[config.mk]
export PLATFORM = sky130hd
export DESIGN_NAME = vga_pattern_gen
export DESIGN_NICKNAME = d
export VERILOG_FILES = /design/src/rtl/vga_pkg.sv /design/src/rtl/vga_timing.sv /design/src/rtl/vga_pattern_gen.sv
export SDC_FILE = /design/constraint.sdc
export NUM_CORES = 1
export LEC_CHECK = 0
export BUFFER_PORTS_ARGS = -buffer_cell sky130_fd_sc_hd__buf_2
export CORE_MARGIN = 2
export CORE_UTILIZATION = 48
export CTS_CLUSTER_DIAMETER = 120
export DETAILED_ROUTE_END_ITERATION = 10
export GPL_TIMING_DRIVEN = 1
export PLACE_DENSITY = 0.77
export SYNTH_ARGS = -nofsm -noshare
export SYNTH_HDL_FRONTEND = slang
export SYNTH_SLANG_ARGS = --single-unit
[constraint.sdc]
create_clock -name clk -period 3.3 [get_ports clk]
set_clock_uncertainty 0.1 [all_clocks]
set_input_delay 0.66 -clock clk [delete_from_list [all_inputs] [get_ports clk]]
set_output_delay 0.66 -clock clk [all_outputs]
set_load 0.02 [all_outputs]
[src/rtl/vga_pkg.sv]
// Shared types and constants for the VGA pattern generator: pattern modes,
// colour-bar lookup and default 640x480@60 timing.
package vga_pkg;

    typedef enum logic [2:0] {
        MODE_SOLID  = 3'd0,
        MODE_BARS   = 3'd1,
        MODE_CHECK  = 3'd2,
        MODE_RAMP   = 3'd3,
        MODE_SCROLL = 3'd4
    } mode_e;

    // Pre-register timing flags for the pixel addressed by the counters
    typedef struct packed {
        logic active;
        logic hsync;
        logic vsync;
        logic frame_start;
    } tflags_t;

    localparam int unsigned DEF_H_ACTIVE = 640;
    localparam int unsigned DEF_H_FP     = 16;
    localparam int unsigned DEF_H_SYNC   = 96;
    localparam int unsigned DEF_H_BP     = 48;
    localparam int unsigned DEF_V_ACTIVE = 480;
    localparam int unsigned DEF_V_FP     = 10;
    localparam int unsigned DEF_V_SYNC   = 2;
    localparam int unsigned DEF_V_BP     = 33;

    // {R,G,B} flags, index 0 = white ... index 7 = black
    localparam logic [7:0][2:0] BAR_LUT = {
        3'b000,  // black
        3'b001,  // blue
        3'b100,  // red
        3'b101,  // magenta
        3'b010,  // green
        3'b011,  // cyan
        3'b110,  // yellow
        3'b111   // white
    };

endpackage

[src/rtl/vga_timing.sv]
// Horizontal/vertical raster counters and the unregistered sync, active and
// frame-start flags for the pixel currently addressed.
module vga_timing
    import vga_pkg::*;
#(
    parameter int unsigned H_ACTIVE = DEF_H_ACTIVE,
    parameter int unsigned H_FP     = DEF_H_FP,
    parameter int unsigned H_SYNC   = DEF_H_SYNC,
    parameter int unsigned H_BP     = DEF_H_BP,
    parameter int unsigned V_ACTIVE = DEF_V_ACTIVE,
    parameter int unsigned V_FP     = DEF_V_FP,
    parameter int unsigned V_SYNC   = DEF_V_SYNC,
    parameter int unsigned V_BP     = DEF_V_BP,
    parameter int unsigned XW       = $clog2(H_ACTIVE + H_FP + H_SYNC + H_BP),
    parameter int unsigned YW       = $clog2(V_ACTIVE + V_FP + V_SYNC + V_BP)
) (
    input  logic          clk,
    input  logic          rst,
    output logic [XW-1:0] h_cnt,
    output logic [YW-1:0] v_cnt,
    output tflags_t       flags_c
);

    localparam int unsigned H_TOTAL = H_ACTIVE + H_FP + H_SYNC + H_BP;
    localparam int unsigned V_TOTAL = V_ACTIVE + V_FP + V_SYNC + V_BP;

    // Raster counters: v advances on h wrap
    always_ff @(posedge clk) begin
        if (rst) begin
            h_cnt <= '0;
            v_cnt <= '0;
        end else if (h_cnt == XW'(H_TOTAL - 1)) begin
            h_cnt <= '0;
            if (v_cnt == YW'(V_TOTAL - 1)) begin
                v_cnt <= '0;
            end else begin
                v_cnt <= v_cnt + YW'(1);
            end
        end else begin
            h_cnt <= h_cnt + XW'(1);
        end
    end

    // Flags decoded from the counters; polarity is applied downstream
    always_comb begin
        flags_c             = '0;
        flags_c.active      = (h_cnt < XW'(H_ACTIVE)) && (v_cnt < YW'(V_ACTIVE));
        flags_c.hsync       = (h_cnt >= XW'(H_ACTIVE + H_FP)) &&
                              (h_cnt <  XW'(H_ACTIVE + H_FP + H_SYNC));
        flags_c.vsync       = (v_cnt >= YW'(V_ACTIVE + V_FP)) &&
                              (v_cnt <  YW'(V_ACTIVE + V_FP + V_SYNC));
        flags_c.frame_start = (h_cnt == '0) && (v_cnt == '0);
    end

endmodule

[src/rtl/vga_pattern_gen.sv]
// VGA timing plus runtime-selectable test patterns; mode and solid colour
// are latched at the frame boundary, all outputs registered one cycle late.
module vga_pattern_gen
    import vga_pkg::*;
#(
    parameter int unsigned H_ACTIVE   = DEF_H_ACTIVE,
    parameter int unsigned H_FP       = DEF_H_FP,
    parameter int unsigned H_SYNC     = DEF_H_SYNC,
    parameter int unsigned H_BP       = DEF_H_BP,
    parameter int unsigned V_ACTIVE   = DEF_V_ACTIVE,
    parameter int unsigned V_FP       = DEF_V_FP,
    parameter int unsigned V_SYNC     = DEF_V_SYNC,
    parameter int unsigned V_BP       = DEF_V_BP,
    parameter int unsigned SYNC_POL   = 0,
    parameter int unsigned COLOR_W    = 4,
    parameter int unsigned CHECK_LOG2 = 5
) (
    input  logic                 clk,
    input  logic                 rst,
    input  logic [2:0]           i_mode,
    input  logic [3*COLOR_W-1:0] i_solid_rgb,
    output logic                 o_hsync,
    output logic                 o_vsync,
    output logic                 o_de,
    output logic [COLOR_W-1:0]   o_red,
    output logic [COLOR_W-1:0]   o_green,
    output logic [COLOR_W-1:0]   o_blue,
    output logic [$clog2(H_ACTIVE+H_FP+H_SYNC+H_BP)-1:0] o_x,
    output logic [$clog2(V_ACTIVE+V_FP+V_SYNC+V_BP)-1:0] o_y,
    output logic                 o_frame_start
);

    localparam int unsigned H_TOTAL = H_ACTIVE + H_FP + H_SYNC + H_BP;
    localparam int unsigned XW      = $clog2(H_TOTAL);
    localparam int unsigned YW      = $clog2(V_ACTIVE + V_FP + V_SYNC + V_BP);
    localparam int unsigned BAR_W   = H_ACTIVE / 8;
    localparam int unsigned RAMP_SH = ($clog2(H_ACTIVE) > COLOR_W) ?
                                      ($clog2(H_ACTIVE) - COLOR_W) : 0;
    localparam logic        SYNC_ON = 1'(SYNC_POL);

    logic [XW-1:0]        h_cnt;
    logic [YW-1:0]        v_cnt;
    tflags_t              tf_c;

    logic [2:0]           mode_q;
    logic [3*COLOR_W-1:0] rgb_q;
    logic [7:0]           frame_cnt_q;
    logic                 first_q;
    logic [2:0]           bar_idx_q;
    logic [XW-1:0]        bar_pos_q;

    logic [2:0]           mode_c;
    logic [3*COLOR_W-1:0] rgb_c;
    logic [7:0]           frame_cnt_c;
    logic [2:0]           flags_rgb_c;
    logic [COLOR_W-1:0]   red_c;
    logic [COLOR_W-1:0]   green_c;
    logic [COLOR_W-1:0]   blue_c;

    vga_timing #(
        .H_ACTIVE (H_ACTIVE),
        .H_FP     (H_FP),
        .H_SYNC   (H_SYNC),
        .H_BP     (H_BP),
        .V_ACTIVE (V_ACTIVE),
        .V_FP     (V_FP),
        .V_SYNC   (V_SYNC),
        .V_BP     (V_BP),
        .XW       (XW),
        .YW       (YW)
    ) u_timing (
        .clk     (clk),
        .rst     (rst),
        .h_cnt   (h_cnt),
        .v_cnt   (v_cnt),
        .flags_c (tf_c)
    );

    // Pixel (0,0) already uses the values being captured for the new frame
    always_comb begin
        mode_c      = mode_q;
        rgb_c       = rgb_q;
        frame_cnt_c = frame_cnt_q;
        if (tf_c.frame_start) begin
            mode_c      = i_mode;
            rgb_c       = i_solid_rgb;
            frame_cnt_c = first_q ? frame_cnt_q : frame_cnt_q + 8'd1;
        end
    end

    // Pattern mux; blanking forces black outside the active window
    always_comb begin
        flags_rgb_c = BAR_LUT[bar_idx_q];
        red_c       = '0;
        green_c     = '0;
        blue_c      = '0;
        case (mode_c)
            MODE_SOLID: begin
                {red_c, green_c, blue_c} = rgb_c;
            end
            MODE_BARS: begin
                red_c   = {COLOR_W{flags_rgb_c[2]}};
                green_c = {COLOR_W{flags_rgb_c[1]}};
                blue_c  = {COLOR_W{flags_rgb_c[0]}};
            end
            MODE_CHECK: begin
                if ((h_cnt[CHECK_LOG2] ^ v_cnt[CHECK_LOG2]) == 1'b0) begin
                    red_c   = '1;
                    green_c = '1;
                    blue_c  = '1;
                end
            end
            MODE_RAMP: begin
                red_c   = COLOR_W'(h_cnt >> RAMP_SH);
                green_c = COLOR_W'(h_cnt >> RAMP_SH);
                blue_c  = COLOR_W'(h_cnt >> RAMP_SH);
            end
            MODE_SCROLL: begin
                flags_rgb_c = BAR_LUT[3'(bar_idx_q + frame_cnt_c[7:5])];
                red_c       = {COLOR_W{flags_rgb_c[2]}};
                green_c     = {COLOR_W{flags_rgb_c[1]}};
                blue_c      = {COLOR_W{flags_rgb_c[0]}};
            end
            default: begin
                red_c   = '0;
                green_c = '0;
                blue_c  = '0;
            end
        endcase
        if (!tf_c.active) begin
            red_c   = '0;
            green_c = '0;
            blue_c  = '0;
        end
    end

    // Frame-boundary latch, frame counter and bar tracker
    always_ff @(posedge clk) begin
        if (rst) begin
            mode_q      <= '0;
            rgb_q       <= '0;
            frame_cnt_q <= '0;
            first_q     <= 1'b1;
            bar_idx_q   <= '0;
            bar_pos_q   <= '0;
        end else begin
            if (tf_c.frame_start) begin
                mode_q      <= i_mode;
                rgb_q       <= i_solid_rgb;
                frame_cnt_q <= frame_cnt_c;
                first_q     <= 1'b0;
            end
            // Tracks h_cnt / BAR_W without a divider, saturating at the last bar
            if (h_cnt == XW'(H_TOTAL - 1)) begin
                bar_idx_q <= '0;
                bar_pos_q <= '0;
            end else if (bar_pos_q == XW'(BAR_W - 1)) begin
                bar_pos_q <= '0;
                if (bar_idx_q != 3'd7) begin
                    bar_idx_q <= bar_idx_q + 3'd1;
                end
            end else begin
                bar_pos_q <= bar_pos_q + XW'(1);
            end
        end
    end

    // Output registers: every output describes the same pixel
    always_ff @(posedge clk) begin
        if (rst) begin
            o_hsync       <= ~SYNC_ON;
            o_vsync       <= ~SYNC_ON;
            o_de          <= 1'b0;
            o_red         <= '0;
            o_green       <= '0;
            o_blue        <= '0;
            o_x           <= '0;
            o_y           <= '0;
            o_frame_start <= 1'b0;
        end else begin
            o_hsync       <= tf_c.hsync ? SYNC_ON : ~SYNC_ON;
            o_vsync       <= tf_c.vsync ? SYNC_ON : ~SYNC_ON;
            o_de          <= tf_c.active;
            o_red         <= red_c;
            o_green       <= green_c;
            o_blue        <= blue_c;
            o_x           <= h_cnt;
            o_y           <= v_cnt;
            o_frame_start <= tf_c.frame_start;
        end
    end

endmodule

# Yosys cells after proc, flatten, opt, wreduce, memory -nomap -nowiden
# Memory sizes are Yosys's and may differ from the RTL's. A register that Yosys moved wholly into a read port is not among the register bits.
# Cells that the tools add are included.
# totals
regBits	93
latchBits	0
ram_bits	0
rom_bits	48
in_bits	17
output_inout_bits	36
wordCells	72
memories	2
# classes
n_addsub	6
mul	0
n_div	0
n_lt_le_gt_ge	8
n_eq_ne	8
n_shift	0
mux	15
bitwise	3
n_reduce_logical	12
# mem_list
memory	depth	word_bits	read_ports	rd_ports_with_merged_regs	wr	line_no	text
(no name shown)	8	3	1	0	0	vga_pattern_gen.sv:119	flags_rgb_c = BAR_LUT[3'(bar_idx_q + frame_cnt_c[7:5])];
(no name shown)	8	3	1	1	0	vga_pattern_gen.sv:93	flags_rgb_c = BAR_LUT[bar_idx_q];
# op_table
op	count
$pmux W4 S5	3
$add A10 B1 Y10 const B	3
$eq A10 B10 Y1 const B	2
$logic_not A10 Y1	2
$lt A10 B10 Y1 const B	2
$lt A10 B9 Y1 const B	2
$mux W8	2
$mux W3	5
$mux W12	1
$eq A10 B7 Y1 const B	1
$ge A10 B10 Y1 const B	1
$ge A10 B9 Y1 const B	1
$mux W10	1
$add A8 B1 Y8 const B	1
$lt A3 B4 Y1 const B	2
$eq A3 B2 Y1 const B	2
$logic_and A1 B1 Y1	4
$mux W4	1
$reduce_and A2 Y1	2
$reduce_or A2 Y1	2
$add A3 B1 Y3 const B	1
$add A3 B3 Y3	1
$eq A3 B1 Y1 const B	1
$eq A3 B3 Y1 const B	1
other kinds (6)	8

# Depth between registers and ports, before layout
# logic_depth
word_depth	7
ltp_mapped	13
ltp_nobuf	13

# By module
# Synthesis repeated with hierarchy kept, for this count alone.
# unflattened
hier_cells	410
area_unflattened_um2	3973.8
# modules_own_cells
module	n_inst	cells_each	area_per_inst_um2
vga_pattern_gen	1	284	2909.0
vga_timing	1	126	1064.8

# Least setup slack after synthesis
# Ideal clock, no wire load.
# synth_path
kind	flip-flop to flip-flop
startpoint	register u_timing.h_cnt[0]
endpoint	register o_green[0]
setup_time_ns	0.081
t_arrival_ns	2.839
setup_slack_ns	0.280
path_stages_with_launch	14
n_path_buf	0
period_less_slack_ns	3.020
cell_sequence	dfxtp_1 -> inv_1 -> ha_1 -> nor4b_4 -> and4_1 -> nand2_1 -> nor3_1 -> xor2_1 -> ha_1 -> fa_1 -> xnor2_1 -> xnor3_1 -> o31a_1 -> a41oi_1
# synth_between
elab_chain_len	7
# synth_lines
element	line_no	text
from (decl)	vga_timing.sv:19	output logic [XW-1:0] h_cnt,
from (signal assigned)	vga_timing.sv:40	h_cnt <= h_cnt + XW'(1);
$logic_not A10 Y1	vga_timing.sv:52	flags_c.frame_start = (h_cnt == '0) && (v_cnt == '0);
$logic_and A1 B1 Y1	vga_timing.sv:52	
$mux W8	vga_pattern_gen.sv:84	if (tf_c.frame_start) begin
net frame_cnt_c[5]	vga_pattern_gen.sv:54	logic [7:0] frame_cnt_c;
$add A3 B3 Y3	vga_pattern_gen.sv:119	
$mem_v2 Z8 W3	--	
$mux W3 (not written as such)	vga_pattern_gen.sv:119	
$pmux W4 S5	vga_pattern_gen.sv:97	case (mode_c)
to (signal assigned)	vga_pattern_gen.sv:185	o_green <= green_c;
to (decl)	vga_pattern_gen.sv:26	output logic [COLOR_W-1:0] o_green,
# The timed path passes the listed nets, and every way through them passes these cells. The select of a mux whose other input is x is not followed.
# A chain may end at the register's enable or synchronous reset.

# Worst setup path after layout
# layout_path
startpoint	register u_timing.v_cnt[1]
endpoint	register o_green[0]
# layout_between
elab_chain_len	7
# layout_lines
element	line_no	text
from (decl)	vga_timing.sv:20	output logic [YW-1:0] v_cnt,
from (signal assigned)	vga_timing.sv:37	v_cnt <= v_cnt + YW'(1);
$logic_not A10 Y1	vga_timing.sv:52	
$logic_and A1 B1 Y1	vga_timing.sv:52	
$mux W8	vga_pattern_gen.sv:84	
net frame_cnt_c[5]	vga_pattern_gen.sv:54	
$add A3 B3 Y3	vga_pattern_gen.sv:119	
$mem_v2 Z8 W3	--	
$mux W3 (not written as such)	vga_pattern_gen.sv:119	
$pmux W4 S5	vga_pattern_gen.sv:97	
# The timed path passes the listed nets, and every way through them passes these cells. The select of a mux whose other input is x is not followed.

==> run summary <==
worst rel slew slack -> 49.11%
Via Count -> 3276
Mapped Area -> 0.004010 mm²
top cell type's share of synthesized area -> 47.93%
critical path class -> register to register
net switching power -> 631.9 µW
max_cap viols -> 0
Final Hold Viols -> 0
Main synth FF type -> dfxtp_1
core footprint -> 0.008175 mm²
post-synthesis simple-gate area fraction -> 29.02%
Clock transition at path regs -> 0.10 ns
Slew Limit Fails -> 0
drt via density -> 5.344
# port buffers -> 52
# rows -> 33
met3 WL -> 438 µm
Initial Utilization -> 49.05%
Adder-Cell Fraction of Synth Area -> 3.307%
top cell type by total area after synthesis -> dfxtp_1
Final Net Count -> 530
Syn. warnings -> 0
Final GP Congestion -> 0.8538
post-synthesis compound-gate area fraction -> 7.301%
cell-internal power -> 1702 µW
WL final -> 8.647 mm
CP peak stage delay -> 0.36 ns
Combinational Power Share -> 13.0%
largest net degree at the start of global routing -> 49
Final period util -> 95.57%
data required time at the worst endpoint -> 3.46 ns
number of diodes -> 0
CTS tree -> built
Setup Buffers After CTS -> 0
hpwl dp -> 6.116 mm
Die ar. -> 0.009101 mm²
Clock Power Share -> 33.5%
Sequential Power Share -> 53.4%
Hold Slack -> 0.3533 ns
crit path time final -> 3.154 ns
CP Capture Type -> register
critical path's most frequent cell -> ha_1
Yosys reg bits -> 96
GRT Resource Usage Total -> 19.73%
cts bufs inserted -> 9
layout cell share with drive strength beyond 1 -> 18.50%
pwr/cell area -> 504.0 mW/mm²
clock latency on the worst-skew pair -> 0.36 ns
first-pass GRT wire length -> 14.03 mm
post-synthesis mux area share -> 1.279%
dpl ws -> 0.06071 ns
startpoint types -> register
drt drc -> 0
synth unique cells -> 43
Fmax -> 0.3171 GHz
Sw Share -> 27.07%
syn nets -> 478
# clock sinks -> 96
Initial DRT Pass Iterations -> 5
CP max FO -> 5
die width -> 95.40 µm
status -> finished clean
H-tree depth -> 3
synth top area cells -> dfxtp_1 (48%), nor2_1 (5.4%), xor2_1 (4.4%)
Mapped Cells -> 451
kind of cell adding the most delay to the critical path -> simple AND/OR/NAND/NOR gates
Initial DRC Count -> 281
# setup viols final -> 0
worst path cell trace -> inv_1, ha_1, nor2b_1, and3_2, nand2_2, nor3_2, xor2_1, ha_1, fa_2, xnor2_2, xnor3_1, o31a_1, a41oi_1
I/O Pins -> 53
Synth Area in XOR/XNOR -> 7.769%
Seq/Total Area, Yosys -> 47.93%
worst min path class -> register to register
clk root buf -> clkbuf_8
Lkg Pwr -> 0.001960 µW
drt wl/cell -> 14.11 µm
number of synthesized flops with an enable pin -> 0
asr flop ratio synth -> 0%
highest routed metal layer -> met4
met1 WL -> 3.961 mm
GR Overflow Total -> 0
Clock Path Buffers -> 2
Post-synth top cells -> dfxtp_1 (96), nor2_1 (58), nand2_1 (45)
synthesized area per cell -> 8.892 µm²
Setup TNS -> 0 ns
measured slew at the worst slew-check pin -> 0.7527 ns
# fillers -> 749
Area growth syn-to-layout -> 15.48%
initial antenna violation count -> 0
most common cell in the netlist -> dfxtp_1
die height -> 95.40 µm
largest family of logic cells by synthesized area -> simple AND/OR/NAND/NOR gates
Data arrival, critical path -> 3.32 ns
Worst Slack Setup Final -> 0.1462 ns
Post-DRT Antenna Nets -> 0
DR WL met2 -> 4.106 mm
CP Buf/Inv Count -> 1
vias in the first global route -> 3028
Peak VDD IR -> 0.2701 mV
Crit-path slowest cell -> fa_2
[layout make-up]
type	count	area (µm²)	area share [%]
clock buffer	11	141.4	3.053
multi-input combinational	320	1986	42.88
inverter	14	52.55	1.135
tap	105	131.4	2.837
sequential	96	1922	41.50
timing repair buffer	62	335.3	7.241
clock inverter	5	62.56	1.351
[layout by cell type (no fill, tap or decap), types with 9 or more instances in the layout]
| cell | count |
|---|---|
| a21oi_1 | 23 |
| o21ai_0 | 17 |
| xnor2_1 | 12 |
| clkbuf_8 | 10 |
| dfxtp_1 | 96 |
| buf_4 | 10 |
| nand3_1 | 28 |
| and3_1 | 20 |
| nand2_1 | 44 |
| ha_1 | 9 |
| nor2b_1 | 19 |
| buf_2 | 52 |
| xor2_1 | 20 |
| nor2_1 | 58 |
| inv_1 | 13 |
[registers in the layout (all words and copies together) (netlist names), named ones only]
register / flops
o_y: 10
o_de: 1
o_blue: 4
o_vsync: 1
o_green: 4
rgb_q: 12
o_x: 10
first_q: 1
mode_q: 3
o_red: 4
bar_idx_q: 3
u_timing.h_cnt: 10
o_hsync: 1
o_frame_start: 1
frame_cnt_q: 8
u_timing.v_cnt: 10
bar_pos_q: 10
[per-layer routing]
| layer | up-vias | global-route usage [%] |
|---|---|---|
| li1 | 1641 | - |
| met1 | 1532 | 26.84 |
| met2 | 93 | 30.99 |
| met3 | 10 | 3.162 |
| met4 | 0 | 8.690 |
| met5 | - | 0 |
[worst register-to-register path, delay by kind of cell (launching register included)]
family / cells / cell delay [ns]
buffers and inverters: 1 / 0.11
AND/OR/NAND/NOR: 4 / 0.78
adder cells (fa/ha/maj): 3 / 0.71
XOR/XNOR: 3 / 0.50
AO/OA/AOI/OAI: 2 / 0.51
flip-flops: 1 / 0.35
[cell families after synthesis]
family                   count (synthesis)
AND/OR/NAND/NOR                        220
flip-flops                              96
AO/OA/AOI/OAI                           51
buffers and inverters                   35
XOR/XNOR                                34
adder cells (fa/ha/maj)                 10
multiplexers                             5
[path summary, 6_finish.rpt]
path	startpoint	endpoint	slack, ns	cells after the start
min reg2reg	rgb_q[0]$_SDFF_PP0_	rgb_q[0]$_SDFF_PP0_	0.35	2
max reg2reg	u_timing.v_cnt[1]$_SDFFE_PP0P_	o_green[0]$_SDFF_PP0_	0.15	13
max	u_timing.v_cnt[1]$_SDFFE_PP0P_	o_green[0]$_SDFF_PP0_	0.15	13
min	rgb_q[0]$_SDFF_PP0_	rgb_q[0]$_SDFF_PP0_	0.35	2
[through the flow]
stage	total power (µW)	utilization [%]	std cells	instance area (µm²)
after floorplan	1473	-	451	4010
after detailed placement	1571	53.73	597	4393
after global placement	1560	53.73	597	4393
after CTS	2344	56.23	613	4597
final	2334	56.64	613	4631
after global routing	2439	56.64	613	4631
[power groups by stage]
stage                     logic, µW  registers [µW]  clock network [µW]
after floorplan                 166            1310                   0
after global placement          289            1270                   0
after detailed placement        297            1270                   0
after CTS                       298            1250                 800
after global routing            335            1260                 849
final                           304            1250                 783
[timing repair]
item | in CTS | in global routing
setup endpoints to repair | 0 | 6
gates resized for setup | 0 | 9
hold buffers | 0 | 0
Power figures use the tool's default switching activity.
